## src/rtl/bram_b0_loader_pkg.sv

```systemverilog
// Shared constants and types for the BRAM0 host loader and its accessor.
// Default geometry, FSM state encoding and packing helpers.
package bram_b0_loader_pkg;

    localparam int unsigned DEF_CNT_BIT       = 31;
    localparam int unsigned DEF_DWIDTH        = 32;
    localparam int unsigned DEF_AWIDTH        = 8;
    localparam int unsigned DEF_MEM_SIZE      = 256;
    localparam int unsigned DEF_IN_DATA_WIDTH = 8;

    localparam int unsigned BYTES_PER_WORD = DEF_DWIDTH / DEF_IN_DATA_WIDTH;
    localparam int unsigned BYTE_CNT_W     = $clog2(BYTES_PER_WORD);

    typedef enum logic [1:0] {
        S_IDLE = 2'd0,
        S_LOAD = 2'd1,
        S_DONE = 2'd2
    } state_t;

endpackage

```

## src/rtl/bram_b0_loader_if.sv

```systemverilog
// Byte-stream input and BRAM0 write port of the loader.
// master = loader side, slave = host/BRAM side.
interface bram_b0_loader_if
    import bram_b0_loader_pkg::*;
#(
    parameter int unsigned DWIDTH        = DEF_DWIDTH,
    parameter int unsigned AWIDTH        = DEF_AWIDTH,
    parameter int unsigned IN_DATA_WIDTH = DEF_IN_DATA_WIDTH
);
    logic                     s_valid_i;
    logic [IN_DATA_WIDTH-1:0] s_data_i;
    logic                     s_ready_o;
    logic [AWIDTH-1:0]        addr_b0_o;
    logic                     ce_b0_o;
    logic                     we_b0_o;
    logic [DWIDTH-1:0]        d_b0_o;

    modport master (
        input  s_valid_i, s_data_i,
        output s_ready_o, addr_b0_o, ce_b0_o, we_b0_o, d_b0_o
    );

    modport slave (
        output s_valid_i, s_data_i,
        input  s_ready_o, addr_b0_o, ce_b0_o, we_b0_o, d_b0_o
    );
endinterface

```

## src/rtl/bram_b0_loader_byte_word_packer.sv

```systemverilog
// Packs accepted bytes into words, lane 0 first. The completing byte is
// bypassed straight into the top lane so a word is emitted on its accept edge.
module byte_word_packer
    import bram_b0_loader_pkg::*;
#(
    parameter int unsigned DWIDTH        = DEF_DWIDTH,
    parameter int unsigned IN_DATA_WIDTH = DEF_IN_DATA_WIDTH
) (
    input  logic                     clk,
    input  logic                     i_clear,
    input  logic                     i_valid,
    input  logic [IN_DATA_WIDTH-1:0] i_data,
    output logic                     o_word_valid_c,
    output logic [DWIDTH-1:0]        o_word_c
);
    localparam int unsigned BPW   = DWIDTH / IN_DATA_WIDTH;
    localparam int unsigned CNT_W = (BPW > 1) ? $clog2(BPW) : 1;
    localparam int unsigned LOW_W = DWIDTH - IN_DATA_WIDTH;

    logic [CNT_W-1:0] r_cnt;
    logic [LOW_W-1:0] r_lanes;
    logic             w_last;

    assign w_last         = (r_cnt == CNT_W'(BPW - 1));
    assign o_word_valid_c = i_valid && w_last;
    assign o_word_c       = {i_data, r_lanes};

    always_ff @(posedge clk) begin
        if (i_clear) begin
            r_cnt   <= '0;
            r_lanes <= '0;
        end else if (i_valid) begin
            for (int k = 0; k < int'(BPW) - 1; k++) begin
                if (r_cnt == CNT_W'(k))
                    r_lanes[k*IN_DATA_WIDTH +: IN_DATA_WIDTH] <= i_data;
            end
            r_cnt <= w_last ? '0 : r_cnt + CNT_W'(1);
        end
    end
endmodule

```

## src/rtl/bram_b0_loader.sv

```systemverilog
// Host-side BRAM0 filler: packs a byte stream into words and writes them to
// sequential addresses from 0, then pulses done_o.
module bram_b0_loader
    import bram_b0_loader_pkg::*;
#(
    parameter int unsigned CNT_BIT       = DEF_CNT_BIT,
    parameter int unsigned DWIDTH        = DEF_DWIDTH,
    parameter int unsigned AWIDTH        = DEF_AWIDTH,
    parameter int unsigned MEM_SIZE      = DEF_MEM_SIZE,
    parameter int unsigned IN_DATA_WIDTH = DEF_IN_DATA_WIDTH
) (
    input  logic               clk,
    input  logic               reset,
    input  logic               start_load_i,
    input  logic [CNT_BIT-1:0] load_count_i,
    bram_b0_loader_if.master   bus,
    output logic               idle_o,
    output logic               load_o,
    output logic               done_o,
    output logic               error_o
);
    state_t             r_state;
    logic               r_error;
    logic [CNT_BIT-1:0] r_eff_cnt;
    logic [CNT_BIT-1:0] r_word_cnt;

    logic               w_accept;
    logic               w_start;
    logic               w_over;
    logic               w_word_valid;
    logic [DWIDTH-1:0]  w_word;

    assign idle_o        = (r_state == S_IDLE);
    assign load_o        = (r_state == S_LOAD);
    assign done_o        = (r_state == S_DONE);
    assign error_o       = r_error;
    assign bus.s_ready_o = (r_state == S_LOAD);

    assign w_accept = bus.s_valid_i && bus.s_ready_o;
    assign w_start  = idle_o && start_load_i;
    assign w_over   = (load_count_i > CNT_BIT'(MEM_SIZE));

    byte_word_packer #(
        .DWIDTH        (DWIDTH),
        .IN_DATA_WIDTH (IN_DATA_WIDTH)
    ) u_packer (
        .clk            (clk),
        .i_clear        (reset || w_start),
        .i_valid        (w_accept),
        .i_data         (bus.s_data_i),
        .o_word_valid_c (w_word_valid),
        .o_word_c       (w_word)
    );

    // FSM, clamp and BRAM port registers; ce/we pulse only on a completed word
    always_ff @(posedge clk) begin
        if (reset) begin
            r_state       <= S_IDLE;
            r_error       <= 1'b0;
            r_eff_cnt     <= '0;
            r_word_cnt    <= '0;
            bus.addr_b0_o <= '0;
            bus.ce_b0_o   <= 1'b0;
            bus.we_b0_o   <= 1'b0;
            bus.d_b0_o    <= '0;
        end else begin
            bus.ce_b0_o <= 1'b0;
            bus.we_b0_o <= 1'b0;
            case (r_state)
                S_IDLE: begin
                    if (start_load_i) begin
                        r_error    <= w_over;
                        r_eff_cnt  <= w_over ? CNT_BIT'(MEM_SIZE) : load_count_i;
                        r_word_cnt <= '0;
                        r_state    <= (load_count_i == '0) ? S_DONE : S_LOAD;
                    end
                end
                S_LOAD: begin
                    if (w_word_valid) begin
                        bus.ce_b0_o   <= 1'b1;
                        bus.we_b0_o   <= 1'b1;
                        bus.d_b0_o    <= w_word;
                        bus.addr_b0_o <= AWIDTH'(r_word_cnt);
                        r_word_cnt    <= r_word_cnt + CNT_BIT'(1);
                        if (r_word_cnt + CNT_BIT'(1) == r_eff_cnt)
                            r_state <= S_DONE;
                    end
                end
                S_DONE:  r_state <= S_IDLE;
                default: r_state <= S_IDLE;
            endcase
        end
    end
endmodule

```

## src/flat_wrapper.sv

```systemverilog
// flat-port wrapper written by rule: the top's interface ports become plain ports
module bram_b0_loader_flat import bram_b0_loader_pkg::*;
#(
    parameter int unsigned CNT_BIT       = DEF_CNT_BIT,
    parameter int unsigned DWIDTH        = DEF_DWIDTH,
    parameter int unsigned AWIDTH        = DEF_AWIDTH,
    parameter int unsigned MEM_SIZE      = DEF_MEM_SIZE,
    parameter int unsigned IN_DATA_WIDTH = DEF_IN_DATA_WIDTH
)
  (clk, reset, start_load_i, load_count_i, idle_o, load_o, done_o, error_o, bus_s_valid_i, bus_s_data_i, bus_s_ready_o, bus_addr_b0_o, bus_ce_b0_o, bus_we_b0_o, bus_d_b0_o);
  bram_b0_loader_if #(.DWIDTH(DWIDTH), .AWIDTH(AWIDTH), .IN_DATA_WIDTH(IN_DATA_WIDTH)) bus_i ();
  input  logic clk;
  input  logic reset;
  input  logic start_load_i;
  input  logic [CNT_BIT-1:0] load_count_i;
  output logic idle_o;
  output logic load_o;
  output logic done_o;
  output logic error_o;
  input wire logic [$bits(bus_i.s_valid_i)-1:0] bus_s_valid_i;
  input wire logic [$bits(bus_i.s_data_i)-1:0] bus_s_data_i;
  output wire logic [$bits(bus_i.s_ready_o)-1:0] bus_s_ready_o;
  output wire logic [$bits(bus_i.addr_b0_o)-1:0] bus_addr_b0_o;
  output wire logic [$bits(bus_i.ce_b0_o)-1:0] bus_ce_b0_o;
  output wire logic [$bits(bus_i.we_b0_o)-1:0] bus_we_b0_o;
  output wire logic [$bits(bus_i.d_b0_o)-1:0] bus_d_b0_o;
  assign bus_i.s_valid_i = bus_s_valid_i;
  assign bus_i.s_data_i = bus_s_data_i;
  assign bus_s_ready_o = bus_i.s_ready_o;
  assign bus_addr_b0_o = bus_i.addr_b0_o;
  assign bus_ce_b0_o = bus_i.ce_b0_o;
  assign bus_we_b0_o = bus_i.we_b0_o;
  assign bus_d_b0_o = bus_i.d_b0_o;
  bram_b0_loader #(.CNT_BIT(CNT_BIT), .DWIDTH(DWIDTH), .AWIDTH(AWIDTH), .MEM_SIZE(MEM_SIZE), .IN_DATA_WIDTH(IN_DATA_WIDTH)) u_core (.clk(clk), .reset(reset), .start_load_i(start_load_i), .load_count_i(load_count_i), .bus(bus_i), .idle_o(idle_o), .load_o(load_o), .done_o(done_o), .error_o(error_o));
endmodule
```

## config.mk

```make
export PLATFORM = sky130hd
export DESIGN_NAME = bram_b0_loader_flat
export DESIGN_NICKNAME = d
export VERILOG_FILES = /design/src/rtl/bram_b0_loader_pkg.sv /design/src/rtl/bram_b0_loader_if.sv /design/src/rtl/bram_b0_loader_byte_word_packer.sv /design/src/rtl/bram_b0_loader.sv /design/src/flat_wrapper.sv
export SDC_FILE = /design/constraint.sdc
export NUM_CORES = 1
export LEC_CHECK = 0
export CAP_MARGIN = 20
export CORE_MARGIN = 4
export CORE_UTILIZATION = 50
export DETAILED_ROUTE_END_ITERATION = 6
export PLACE_DENSITY = 0.84
export SETUP_SLACK_MARGIN = 0.02
export SLEW_MARGIN = 40
export SYNTH_ARGS = -nofsm -noshare
export SYNTH_HDL_FRONTEND = slang
export SYNTH_SLANG_ARGS = --single-unit
```

## constraint.sdc

```tcl
create_clock -name clk -period 2.8 [get_ports clk]
set_input_delay 0.7 -clock clk [delete_from_list [all_inputs] [get_ports clk]]
set_output_delay 0.7 -clock clk [all_outputs]
set_load 0.005 [all_outputs]
```

**Word level (Yosys, flattened, before mapping)**

Index checks and enable logic that the tools add are counted.
W data, S select, Z words.

- Register bits: 132
- Input port bits: 43
- Output and inout bits: 47
- Word-level logic and storage cells: 51

- Add/subtract/negate cells: 2
- Order comparisons: 1
- Equal/unequal tests: 9
- Muxes and demuxes: 11
- Bitwise logic cells: 1
- Reduce and logical (&&, ||, !) cells: 16

Operators with widths:

| cell | number |
|---|---|
| $mux W31 | 3 |
| $pmux W31 S2 | 1 |
| $add A31 B1 Y31 const B | 1 |
| $eq A31 B31 Y1 | 1 |
| $gt A31 B9 Y1 const B | 1 |
| $logic_not A31 Y1 | 1 |
| $mux W2 | 5 |
| $reduce_and A2 Y1 | 5 |
| $eq A2 B2 Y1 const B | 3 |
| $ne A2 B2 Y1 const B | 3 |
| $reduce_and A3 Y1 | 2 |
| $eq A2 B1 Y1 const B | 2 |
| $logic_not A2 Y1 | 2 |
| $pmux W2 S2 | 1 |
| $logic_and A1 B1 Y1 | 3 |
| $add A2 B1 Y2 const B | 1 |
| $reduce_bool A2 Y1 | 1 |
| $reduce_or A2 Y1 | 1 |
| $logic_or A1 B1 Y1 | 1 |
| $mux W1 | 1 |
| $not A1 Y1 | 1 |

**Longest topological paths before layout**

- Depth after elaboration: 5
- Gate-level depth with buffers: 10
- Gate-level depth less buffers: 9

**Cells and area by module**

From an unflattened synthesis, not the netlist that was laid out.

- Cell total of the unflattened synthesis: 789
- Area total of the unflattened synthesis: 6533.8 sq um

Modules (own cells, without submodules):

| module | instances | cells each | area each (sq um) | seq. area each (sq um) |
|---|---|---|---|---|
| bram_b0_loader | 1 | 678 | 5367.6 | 2122.0 |
| byte_word_packer | 1 | 111 | 1166.1 | 520.5 |

**Worst setup path after synthesis**

Ideal clock, no wire load.

- Kind: register to register
- Start point: reg u_core.r_word_cnt[1]
- End point: reg u_core.r_state[0]
- Setup time: 0.132 ns
- Data arrival time: 2.378 ns
- Data required time: 2.668 ns
- Path slack: 0.290 ns
- Cell stages (with the launch flop): 10
- Path buffers: 0
- Clock period less this slack: 2.510 ns
- Path through: dfxtp_1 -> ha_1 -> nand3_1 -> nor3_1 -> and4_1 -> xnor2_1 -> nand4_1 -> nor4_2 -> a41o_2 -> a21oi_1

- Word-level cells in the longest chain between the ends: 4

Ends and longest elaborated chain:

| what | line | text |
|---|---|---|
| from (decl) | bram_b0_loader.sv:25 | `logic [CNT_BIT-1:0] r_word_cnt;` |
| from (signal assigned) | bram_b0_loader.sv:84 | `r_word_cnt <= r_word_cnt + CNT_BIT'(1);` |
| $add A31 B1 Y31 | bram_b0_loader.sv:85 | `if (r_word_cnt + CNT_BIT'(1) == r_eff_cnt)` |
| $eq A31 B31 Y1 | bram_b0_loader.sv:85 |  |
| $ne A2 B2 Y1 (no source line) | - |  |
| $reduce_and A3 Y1 (no source line) | - |  |
| to (signal assigned) | bram_b0_loader.sv:75 | `r_state <= (load_count_i == '0) ? S_DONE : S_LOAD;` |
| to (decl) | bram_b0_loader.sv:22 | `state_t r_state;` |

Every way passes these cells.
A chain may end at the register's enable or synchronous reset.

**Worst setup path after layout**

- Start point: reg u_core.r_word_cnt[0]
- End point: reg u_core.r_state[1]

Same word-level chain as after synthesis.

==> flow_summary.ini <==
[logic_synthesis]
async_flop_share = 0
syn_area_sq_um = 6010
ys_ff_latch = 132
syn_inst = 753
syn_area_per_cell_sq_um = 7.98
ys_warn_count = 0
syn_nets = 801
seq_area_frac_synth = 0.440
synth_cell_type_count = 60
synth_edf_count = 0
yosys_most_used_dff = dfxtp_1

[route]
routedWlPerCell_um = 15.6
drt_iter0_drc = 547
drt_first_pass_iters = 5
vias = 5592
drc = 0
drt-vias-per-instance = 5.61
totalWireLength_mm = 15.6
antenna_left = 0

[clock_network]
root_buffer = clkbuf_16
clkTransAtPathRegs_ps = 60
cts_max_level = 4
cts_resized = 0
post-cts-setup-buffer-count = 0
clock-sinks = 132
cts_tree = built
cts_max_path_buffers = 2
clk_latency_ps = 420
hold_buffers = 0
numCtsBuffers = 17

[timing]
fin_crit_sh = 0.934
grt_setup_unrepaired = false
skew_ps = 6.70
period_needed_ps = 2620
setup_violations = 0
finalMaxSlewViolations = 0
fmax_ghz = 0.382
tightest_slew_ps = 797
relSlewSlack = 0.469
hold_viol = 0
hold-worst-slack_ps = 453
fin_ws_ps = 185

[placement]
gp_congestion = 0.845
place_area_sq_um = 7100
hpwlAfterDp_mm = 10.5
portBuffers = 89
post-place-ws_ps = -103

[global_route]
grt_pass1_wl_mm = 25.6
use_met1 = 0.299
antenna_found_initial = 0
grt_use_total = 0.225
gr-total-overflow = 0
grt_busiest_layer = met2
grt_util_met2 = 0.350
grtUsageMet3 = 0.0663
grt_pass1_vias = 5290
grt_start_max_net_pins = 82

[worst_setup_path]
start_kind = register
cp-end-kind = register
arrival_ps = 2950
cp.required_ps = 3140
critPathKind = reg -> reg
cp_cell_sequence = ha_1 > nand3_2 > or4_1 > xnor2_1 > nor4_2 > nand4_1 > nor4_4 > nand4_1 > a211oi_2
max_stage_delay_ps = 470
worst-path-buf-inv = 0
cp_max_fo = 6
cp_slowest_cell = or4_1
cpMostUsedCell = nand4_1
cpLargestDelayFamily = simple AND/OR/NAND/NOR gates

[layout]
antennaDiodeCount = 0
final_layout_size_suffix_gt1_frac = 0.104
area_growth_pct = 28.2
post-route-util = 0.664
stdcell_area_sq_um = 7710
num-nets-final = 889

[die]
die_area_sq_um = 13800
rows = 39
boundaryPins = 90
initial_utilization = 0.517
die_y_um = 118
dieWidth_um = 118
core_sq_um = 11600

[power]
leakage_uw = 0.00276
ir_worst_vdd_mv = 0.697
p_total_uw = 4300
power.density_nw_per_um2 = 559

[min_path]
hp-class = reg -> reg

[outcome]
status = completed

[job]
drv_cap = 0
## logic make-up (layout without fill, tap and decap cells)
group / Yosys count / count (layout) / share of synthesized area
flops: 132 / 132 / 0.440
simple gates: 347 / 347 / 0.288
compound gates: 161 / 161 / 0.152
fa+ha+maj: 5 / 5 / 0.0104
xor+xnor: 45 / 45 / 0.0656
buf+inv: 63 / 164 / 0.0443
## worst register-to-register path, cell delays in order, from the launching register on
cell      delay [ps]
dfxtp_1          340
ha_1             200
nand3_2          170
or4_1            470
xnor2_1          160
nor4_2           230
nand4_1          200
nor4_4           380
nand4_1          170
a211oi_2         210
## cell usage in the layout (no fill, tap or decap), types with 3 or more instances in the layout
cell type          n
nor3b_1            3
a22oi_1            4
dfxtp_1          132
or3_1              5
nor4_1            15
xnor2_1           31
inv_6              7
a21oi_1           98
clkdlybuf4s50_1   88
or2_2              3
ha_1               5
xor2_1            14
o21ai_0           29
nor4_4             3
nand3_1           16
and2_1            23
clkinv_4           4
a211oi_1           3
nand4_1           10
nor3_1            15
clkbuf_16         17
buf_4             32
a22o_1             7
nand2_1          168
nor2_1            47
nor2b_1            6
nand4_4            3
or4_1              3
inv_1             11
and3_1             7
a31oi_1            5
## sequential cells by signal (all words and copies together), names as in the netlist
signal                   cells
u_core.bus.addr_b0_o         8
u_core.bus.ce_b0_o           1
u_core.bus.d_b0_o           32
u_core.error_o               1
u_core.r_eff_cnt            31
u_core.r_state               2
u_core.r_word_cnt           31
u_core.u_packer.r_cnt        2
u_core.u_packer.r_lanes     24
## metal layers
layer | wire length, um | part of all wire
met3 | 996 | 0.064
met4 | 302 | 0.019
met1 | 7150 | 0.46
met2 | 7130 | 0.46
met5 | 0 | 0
## area by class of cell
class | instances | area, sq um
tap | 143 | 179
clock buffer | 17 | 425
fill | 921 | 3910
timing repair buffer | 121 | 1130
inverter | 11 | 41.3
clock inverter | 15 | 169
sequential | 132 | 2640
multi-input combinational | 558 | 3120
## Yosys cell counts, drive strengths merged (11+ instances only)
library cell,instances,share of area
nand2,169,0.11
dfxtp,132,0.44
a21oi,98,0.082
nor2,48,0.030
clkbuf,40,0.025
xnor2,31,0.045
o21ai,29,0.024
and2,24,0.025
nor4,20,0.029
nand3,19,0.018
nor3,16,0.014
xor2,14,0.020
nand4,13,0.021
buf,12,0.012
inv,11,0.0069
## report_power, final
group	internal, uW	switching (uW)	leakage, uW	total (uW)
clock network	1330	888	0.000290	2220
logic	88.0	104	0.00141	192
registers	1890	6.99	0.00106	1890
## metrics by stage
stage	instances	TNS, ps
global route	997	0
global placement	965	-54.3
CTS	997	0
floorplan	753	0
finish	997	0
detailed placement	965	-103
## path summary, 6_finish.rpt
path,from,end,slack [ps],cells past startpoint
worst max-delay path,u_core.r_word_cnt[0],u_core.r_state[1],180,9
worst min-delay path,u_core.u_packer.r_lanes[15],u_core.bus.d_b0_o[15],450,2
worst max register to register,u_core.r_word_cnt[0],u_core.r_state[1],180,9
worst min register to register,u_core.u_packer.r_lanes[15],u_core.bus.d_b0_o[15],450,2
Power figures use the tool's default switching activity.
